==> src/rtl/rst_seq_mgr.sv <==
// Reset sequencing manager: merges POR, debug, programming and software reset requests,
// stretches the system reset, then releases the system domains in order 0..N-1.
module rst_seq_mgr #(
    parameter int N_DOMAINS      = 3,
    parameter int STRETCH_CYCLES = 16,
    parameter int RELEASE_GAP    = 4,
    parameter int SYNC_STAGES    = 2
) (
    input  logic                 clk_i,
    input  logic                 rst_ni,
    input  logic                 ndm_rst_i,
    input  logic                 prog_rst_ni,
    input  logic                 sw_rst_req_i,
    input  logic                 rst_cause_clr_i,
    output logic [N_DOMAINS-1:0] sys_rst_no,
    output logic                 dbg_rst_no,
    output logic                 busy_o,
    output logic [3:0]           rst_cause_o
);

    localparam int CNT_MAX = (STRETCH_CYCLES > RELEASE_GAP) ? STRETCH_CYCLES : RELEASE_GAP;
    localparam int CW      = $clog2(CNT_MAX + 1);
    localparam int IW      = (N_DOMAINS > 1) ? $clog2(N_DOMAINS) : 1;

    typedef enum logic [1:0] {
        ST_ASSERT  = 2'd0,
        ST_RELEASE = 2'd1,
        ST_RUN     = 2'd2
    } state_t;

    state_t                 state_q, state_d;
    logic [CW-1:0]          cnt_q, cnt_d;
    logic [IW-1:0]          idx_q, idx_d;
    logic [N_DOMAINS-1:0]   sys_rst_q, sys_rst_d;
    logic                   busy_q;
    logic [3:0]             cause_q, cause_d;
    logic [SYNC_STAGES-1:0] ndm_sync, prog_sync, dbg_sync;
    logic                   ndm_s, prog_s, req;

    // Synchronisers reset to the inactive request level so nothing fires on POR release.
    always_ff @(posedge clk_i or negedge rst_ni) begin
        if (!rst_ni) begin
            ndm_sync  <= '0;
            prog_sync <= '1;
            dbg_sync  <= '0;
        end else begin
            ndm_sync  <= {ndm_sync[SYNC_STAGES-2:0], ndm_rst_i};
            prog_sync <= {prog_sync[SYNC_STAGES-2:0], prog_rst_ni};
            dbg_sync  <= {dbg_sync[SYNC_STAGES-2:0], 1'b1};
        end
    end

    assign ndm_s = ndm_sync[SYNC_STAGES-1];
    assign prog_s = prog_sync[SYNC_STAGES-1];
    assign req   = ndm_s | ~prog_s | sw_rst_req_i;

    always_ff @(posedge clk_i or negedge rst_ni) begin
        if (!rst_ni) begin
            state_q   <= ST_ASSERT;
            cnt_q     <= '0;
            idx_q     <= '0;
            sys_rst_q <= '0;
            busy_q    <= 1'b1;
            cause_q   <= 4'b0001;
        end else begin
            state_q   <= state_d;
            cnt_q     <= cnt_d;
            idx_q     <= idx_d;
            sys_rst_q <= sys_rst_d;
            busy_q    <= ~&sys_rst_d;
            cause_q   <= cause_d;
        end
    end

    // idx tracks the highest domain already released while in RELEASE.
    always_comb begin
        state_d = state_q;
        cnt_d   = cnt_q;
        idx_d   = idx_q;
        if (req) begin
            state_d = ST_ASSERT;
            cnt_d   = '0;
            idx_d   = '0;
        end else begin
            case (state_q)
                ST_ASSERT: begin
                    if (cnt_q >= CW'(STRETCH_CYCLES)) begin
                        cnt_d   = '0;
                        idx_d   = '0;
                        state_d = (N_DOMAINS == 1) ? ST_RUN : ST_RELEASE;
                    end else begin
                        cnt_d = cnt_q + CW'(1);
                    end
                end
                ST_RELEASE: begin
                    if (cnt_q >= CW'(RELEASE_GAP - 1)) begin
                        cnt_d = '0;
                        idx_d = idx_q + IW'(1);
                        if (idx_q == IW'(N_DOMAINS - 2)) state_d = ST_RUN;
                    end else begin
                        cnt_d = cnt_q + CW'(1);
                    end
                end
                ST_RUN:  cnt_d = '0;
                default: state_d = ST_ASSERT;
            endcase
        end
    end

    // Outputs derive from the next state so every bit changes on the transition edge.
    always_comb begin
        sys_rst_d = '0;
        case (state_d)
            ST_RUN:     sys_rst_d = '1;
            ST_RELEASE: begin
                for (int i = 0; i < N_DOMAINS; i++) sys_rst_d[i] = (IW'(i) <= idx_d);
            end
            default:    sys_rst_d = '0;
        endcase
    end

    always_comb begin
        cause_d = rst_cause_clr_i ? 4'b0000 : cause_q;
        cause_d = cause_d | {sw_rst_req_i, ~prog_s, ndm_s, 1'b0};
    end

    assign sys_rst_no  = sys_rst_q;
    assign dbg_rst_no  = dbg_sync[SYNC_STAGES-1];
    assign busy_o      = busy_q;
    assign rst_cause_o = cause_q;

endmodule

==> config.mk <==
export PLATFORM = sky130hd
export DESIGN_NAME = rst_seq_mgr
export DESIGN_NICKNAME = d
export VERILOG_FILES = /design/src/rtl/rst_seq_mgr.sv
export SDC_FILE = /design/constraint.sdc
export NUM_CORES = 1
export LEC_CHECK = 0
export ABC_AREA = 1
export BUFFER_PORTS_ARGS = -buffer_cell sky130_fd_sc_hd__buf_2
export CAP_MARGIN = 20
export CELL_PAD_IN_SITES_DETAIL_PLACEMENT = 2
export CELL_PAD_IN_SITES_GLOBAL_PLACEMENT = 2
export CORE_MARGIN = 5
export CORE_UTILIZATION = 35
export DETAILED_ROUTE_END_ITERATION = 10
export GPL_ROUTABILITY_DRIVEN = 0
export HOLD_SLACK_MARGIN = 0.06
export PLACE_DENSITY = 0.75
export SLEW_MARGIN = 5
export SYNTH_ARGS = -nofsm -noshare
export SYNTH_HDL_FRONTEND = slang
export SYNTH_SLANG_ARGS = --single-unit
==> constraint.sdc <==
create_clock -name clk_i -period 2.2 [get_ports clk_i]
set_input_delay 0.11 -clock clk_i [delete_from_list [all_inputs] [get_ports clk_i]]
set_output_delay 0.11 -clock clk_i [all_outputs]
set_load 0.02 [all_outputs]
==> out/qor.csv, run 1 <==
stage;metric;value;unit
routing;top_layer_used;met4;
finish;drive_gt1_frac;0.329;
routing;wire_per_inst;16.8;um
logic_synthesis;yosysSeqAreaShare;0.512;
die;io_pins;15;
finish;final_nets;163;
timing;slew_viol_final;0;
cts;clock_path_buffers;2;
placed_design;dp_hpwl;2.25;mm
timing;fin_skew;0.00314;ns
routing;vias;879;
finish;fillCellCount;341;
routing;drc;0;
finish;finalNonFillerCells;190;
routing;viasPerCell;4.63;
global_route;grt_pass1_vias;1011;
run;maxCapViolations;0;
die;dieHeight;66.9;um
timing;timing.slew.headroom;0.660;
power;clockPowerShare;0.298;
worst_setup_path;cp.arrival;2.31;ns
logic_synthesis;synth_seq_cells;23;
worst_setup_path;reg2reg_to;busy_o;
global_route;grt_pass1_wl;4.97;mm
logic_synthesis;yosys.area.top_type;dfrtp_1;
worst_setup_path;crit_type;reg -> reg;
power;pwr-share-seq;0.637;
worst_setup_path;r2r_start;state_q[0];
power;internal_power;521;uW
cts;insertion_delay;0.31;ns
logic_synthesis;synthCells;117;
timing;max_freq;0.490;GHz
logic_synthesis;synth_area_per_cell;9.69;um^2
power;sw_frac_of_total;0.247;
power;power_density;488;mW/mm^2
timing;finalCritPeriodShare;0.928;
timing;final.setup.tns;0;ns
routing;ant_nets;0;
die;core.rowCount;20;
worst_setup_path;crit_fanout;4;
outcome;status;finished clean;
routing;first_iter_violations;15;
finish;antenna_cells;0;
worst_setup_path;endpoint_kind;register;
die;floorplan.initialDensity;0.368;
power;switchingPower;171;uW
worst_setup_path;endpoint;busy_o;
logic_synthesis;synth_nets;133;
cts;htree_levels;1;
worst_setup_path;r2r_slack;0.16;ns
cts;cts_tree;built;
power;cellLeakagePower;0.673;nW
die;die_x;66.9;um
worst_setup_path;critPathRequiredTime;2.47;ns
placed_design;dp_slack;-0.0648;ns
logic_synthesis;ys_types;24;
timing;hold_slack;0.276;ns
die;dieArea;0.00448;mm^2
logic_synthesis;synthTopCellsByArea;dfrtp_1 (42%), ha_1 (11%), dfstp_2 (9.3%);
global_route;antenna_found_initial;0;
hold_path;hold_path.class;in -> async;
routing;route.met2.wl;1.71;mm
global_route;grt_max_degree;24;
timing;hold_viol_final;0;
worst_setup_path;start_kind;register;
cts;numCtsBuffers;3;
logic_synthesis;yosys_warnings;0;
worst_setup_path;reg2reg_depth;12;
timing;setup_viol;0;
routing;routed_wl;3.19;mm
placed_design;place_inst;178;
worst_setup_path;crit_path_start;state_q[0];
routing;first_pass_iters;4;
routing;met1_length;1.35;mm
timing;post-route-min-period;2.04;ns
die;coreArea;0.00308;mm^2
cts;clock-root-buffer;clkbuf_4;
logic_synthesis;synth_area;0.00113;mm^2
cts;clock_sinks;23;
timing;fin_ws;0.159;ns
global_route;grt_usage;0.149;
power;p_comb_frac;0.066;
routing;wl_met3;116;um
cts;clkTransAtPathRegs;0.14;ns
finish;syn_to_final_growth;24.9;%
power;peakVddDrop;406;uV
placed_design;port-buffer-count;14;
timing;max_slew.worst_pin.slew;0.509;ns
global_route;grt_remaining_overflow;0;
logic_synthesis;yosysTopAreaCellShare;0.419;
## cells in the mapped netlist
master,count
o21ai_0,5
a21oi_1,3
dfstp_2,4
nor3_4,1
ha_1,10
inv_1,22
nand3b_1,1
conb_1,1
nand2_1,15
nand3_2,4
nand2_2,3
nor4_1,1
inv_2,2
nand4_1,2
o21ai_1,4
xor2_1,1
nor2_2,3
dfrtp_1,19
a31oi_2,1
and2_1,1
a22o_2,1
o22ai_1,1
nor2_1,5
nand3_1,7
## per-stage QoR
step	area, um^2	util	total power [mW]
floorplan	1130	-	0.462
global placement	1280	0.416	0.484
detailed placement	1280	0.416	0.487
CTS	1360	0.443	0.702
global route	1420	0.460	0.738
finish	1420	0.460	0.691
## state kept, by name (all words and copies together) (netlist names)
signal,cells
state_q,2
cnt_q,5
dbg_sync,2
sys_rst_no,3
prog_sync,2
ndm_sync,2
idx_q,2
rst_cause_o,4
busy_o,1
## layout by cell type, fill, tap and decap left out
cell,count
xor2_1,1
nor2_1,4
buf_4,6
and2_1,1
a21oi_1,3
conb_1,1
inv_1,21
nor4_1,1
a31oi_4,1
nand3b_1,1
dfrtp_2,1
ha_4,1
dfrtp_1,18
clkinvlp_4,1
o21ai_1,5
a22o_2,1
inv_2,3
nand2_2,3
nand4_1,2
nor2_2,3
buf_2,14
nand3_1,7
dlygate4sd3_1,5
nand2_1,15
nand3_2,4
nor3_4,1
ha_2,1
ha_1,8
nor2_4,1
o21ai_0,4
clkbuf_4,3
o22ai_1,1
dfstp_2,4
## worst min path at each step
stage	endpoint	cells past startpoint	slack [ns]
6_report	cnt_q[3]	2	0.28
5_1_grt	state_q[0]	2	0.28
4_1_cts	state_q[0]	2	0.30
3_5_place_dp	cnt_q[3]	1	0.12
3_3_place_gp	state_q[0]	1	0.12
2_1_floorplan	cnt_q[0]	0	-0.19
## layer usage
metal,vias up,GRT usage
met4,0,0.0228
li1,425,-
met3,2,0.0354
met2,15,0.281
met1,437,0.172
met5,-,0
## power groups by stage
stage / sequential (mW) / combinational [mW] / clock (mW)
2_1_floorplan: 0.452 / 0.00952 / 0
3_3_place_gp: 0.446 / 0.0378 / 0
3_5_place_dp: 0.448 / 0.0391 / 0
4_1_cts: 0.440 / 0.0458 / 0.216
5_1_grt: 0.442 / 0.0513 / 0.244
6_report: 0.440 / 0.0454 / 0.206
## critical path, cell delays in order, from the launching register on
cell and delay [ns]:
dfrtp_1 0.44, inv_2 0.11, ha_1 0.19, inv_1 0.12, o21ai_1 0.16, nand2_1 0.12, a31oi_4 0.18, inv_1 0.10
ha_4 0.26, nor2_4 0.12, nand3_2 0.10, nand2_2 0.08, inv_2 0.03
## cell type report
type                    instances  area [um^2]  share of cell area
clock inverters                 1         7.51             0.00530
repair buffers                 25          165               0.117
inverters                      24         90.1              0.0636
flip-flops and latches         23          582               0.411
multi-input cells              70          494               0.349
well taps                      44         55.1              0.0389
clock buffers                   3         22.5              0.0159
## timing repair
item / CTS / global route
pin swaps: 0 / 2
endpoints found under the hold margin: 25 / 0
setup endpoints to repair: 3 / 3
gates resized for setup: 2 / 6
hold buffers: 5 / 0
setup buffers: 0 / 3
## cell families after synthesis
logic type / count (synthesis) / synth area share
xor gates and xnor gates: 1 / 0.00773
adders and majority gates: 10 / 0.110
and+or+nand+nor: 43 / 0.209
AOI/OAI and AO/OA: 15 / 0.0784
buffers and inverters: 24 / 0.0795
DFF: 23 / 0.512
other: 1 / 0.00331
(Power assumes the default switching activity.)
==> run 2, diff against run 1 <==
--- a/config.mk
+++ b/config.mk
@@ -6,16 +6,16 @@
 export NUM_CORES = 1
 export LEC_CHECK = 0
 export ABC_AREA = 1
-export BUFFER_PORTS_ARGS = -buffer_cell sky130_fd_sc_hd__buf_2
+export BUFFER_PORTS_ARGS = -buffer_cell sky130_fd_sc_hd__buf_4
 export CAP_MARGIN = 20
 export CELL_PAD_IN_SITES_DETAIL_PLACEMENT = 2
 export CELL_PAD_IN_SITES_GLOBAL_PLACEMENT = 2
 export CORE_MARGIN = 5
-export CORE_UTILIZATION = 35
+export CORE_UTILIZATION = 31
 export DETAILED_ROUTE_END_ITERATION = 10
 export GPL_ROUTABILITY_DRIVEN = 0
 export HOLD_SLACK_MARGIN = 0.06
-export PLACE_DENSITY = 0.75
+export PLACE_DENSITY = 0.7
 export SLEW_MARGIN = 5
 export SYNTH_ARGS = -nofsm -noshare
 export SYNTH_HDL_FRONTEND = slang
==> constraint.sdc (replaced) <==
create_clock -name clk_i -period 1.8 [get_ports clk_i]
set_input_delay 0.09 -clock clk_i [delete_from_list [all_inputs] [get_ports clk_i]]
set_output_delay 0.09 -clock clk_i [all_outputs]
set_load 0.02 [all_outputs]
==> out/qor.csv, run 2 (synthesized netlist as in run 1, its figures left out) <==
stage;metric;value;unit;change
finish;antenna_cells;0;;unchanged
global_route;grt_pass1_vias;1118;;+11%
power;total_power;941;uW;+36%
timing;hold_viol_final;0;;unchanged
global_route;grt_max_degree;24;;unchanged
worst_setup_path;endpoint_kind;register;;
worst_setup_path;crit_slowest_cell;dfrtp_2;;
power;peakVddDrop;228;uV;-44%
die;floorplan.initialDensity;0.314;;-0.0539
die;dieArea;0.00497;mm^2;+11%
finish;fin_util;0.456;;-0.00423
routing;first_pass_iters;4;;unchanged
cts;clock_path_buffers;2;;unchanged
finish;final_nets;175;;+7.4%
finish;largest-register;cnt_q;;
routing;ant_nets;0;;unchanged
finish;final_common_cell;buf_4;;
timing;rsz0062_at_grt;yes;;
timing;max_freq;0.533;GHz;+8.8%
die;coreArea;0.00361;mm^2;+17%
timing;finalCritPeriodShare;1.04;;+0.114
worst_setup_path;start_kind;register;;
routing;first_iter_violations;13;;-2
power;cellLeakagePower;0.756;nW;+12%
global_route;antenna_found_initial;0;;unchanged
worst_setup_path;crit_top_cell;inv_2;;
power;power_density;572;mW/mm^2;+17%
finish;largest_register_ffs;5;;unchanged
worst_setup_path;crit_fanout;3;;-1
cts;insertion_delay;0.27;ns;-0.04 ns
placed_design;port-buffer-count;14;;unchanged
timing;hold_slack;0.238;ns;-0.0384 ns
worst_setup_path;cp.arrival;2.08;ns;-0.23 ns
worst_setup_path;r2r_start;state_q[0];;
worst_setup_path;critPathRequiredTime;2.01;ns;-0.46 ns
worst_setup_path;crit_buf_inv;4;;unchanged
placed_design;dp_hpwl;2.21;mm;-1.8%
finish;final_cell_mix;buf_4 (32), dfrtp_1 (18), inv_1 (15);;
die;io_pins;15;;unchanged
routing;viasPerCell;4.50;;-2.6%
routing;routed_wl;3.12;mm;-2.3%
placed_design;placed_area;0.00143;mm^2;+11%
timing;setup_viol;3;;+3
hold_path;hold_path.class;in -> async;;
worst_setup_path;cpLargestDelayFamily;flip-flops;;
routing;wire_per_inst;15.1;um;-9.9%
cts;htree_levels;1;;unchanged
cts;cts_tree;built;;
timing;final.setup.tns;-0.138;ns;-0.138 ns
outcome;violations;negative setup slack;;
routing;vias;928;;+5.6%
timing;slew_viol_final;0;;unchanged
timing;fin_ws;-0.0755;ns;-0.235 ns
global_route;grt_pass1_wl;5.11;mm;+2.7%
finish;drive_gt1_frac;0.519;;+0.190
cts;numCtsBuffers;3;;unchanged
cts;clock_sinks;23;;unchanged
die;die_x;70.5;um;+5.3%
worst_setup_path;crit_chain;inv_2 > ha_4 > inv_4 > o21ai_2 > nand2_2 > a31oi_4 > inv_2 > ha_4 > nor2_4 > nand3_2 > nand2_2 > inv_2;;
worst_setup_path;cpPeakStageDelay;0.46;ns;+0.02 ns
finish;syn_to_final_growth;45.0;%;
global_route;grt_remaining_overflow;0;;unchanged
die;core.rowCount;22;;+10%
outcome;status;finished with violations;;
finish;stdcell_area;0.00164;mm^2;+16%
cts;clkTransAtPathRegs;0.10;ns;-0.04 ns
worst_setup_path;crit_type;reg -> reg;;
run;maxCapViolations;0;;unchanged
cts;clock-root-buffer;clkbuf_8;;
global_route;grt_usage;0.127;;-0.0225
worst_setup_path;reg2reg_depth;12;;unchanged
timing;post-route-min-period;1.88;ns;-0.165 ns
timing;fin_skew;0.0106;ns;+0.00741 ns
worst_setup_path;reg2reg_to;busy_o;;
routing;drc;0;;unchanged
worst_setup_path;r2r_slack;-0.08;ns;-0.23 ns
die;dieHeight;70.5;um;+5.3%
worst_setup_path;crit_cells;12;;unchanged
## run 2: where the power goes
group | switching [mW] | internal (mW) | total, mW | leakage [nW]
registers | 0.00548 | 0.531 | 0.536 | 0.286
logic | 0.0356 | 0.0286 | 0.0642 | 0.448
clock network | 0.184 | 0.157 | 0.340 | 0.0217
## run 2: worst max path at each step
stage,startpoint,end
after global routing,cnt_q[0],busy_o
final,state_q[0],busy_o
after floorplan,cnt_q[1],sys_rst_no[1]
after CTS,state_q[0],busy_o
after global placement,cnt_q[1],sys_rst_no[1]
after detailed placement,state_q[1],busy_o
## run 2: layer usage
| layer | GRT usage | vias to the layer above | part of all wire |
|---|---|---|---|
| met3 | 0.0245 | 4 | 0.028 |
| met5 | 0 | - | 0 |
| met2 | 0.247 | 13 | 0.55 |
| met1 | 0.142 | 461 | 0.42 |
| met4 | 0.0191 | 0 | 0.0055 |
| li1 | - | 450 | - |
## run 2: repair_timing
action                                 CTS  global route
hold buffers                             5             0
pin swaps                                5             8
resized for setup                       23            10
setup endpoints to repair                4             3
setup buffers                            1             3
cloned                                   0             0
endpoints found under the hold margin   29             0
## run 2: through the flow
step,instances,setup slack [ns]
6_report,206,-0.0755
5_1_grt,206,-0.179
4_1_cts,203,-0.0525
3_5_place_dp,193,-0.160
3_3_place_gp,193,-0.0548
2_1_floorplan,117,-0.0168
## run 2: area by class of cell
cell class	instances	area, um^2
inverters	24	95.1
repair buffers	37	290
clock buffers	3	41.3
clock inverters	1	7.51
flip-flops and latches	23	582
multi-input cells	70	568
well taps	48	60.1
fillers	388	1960
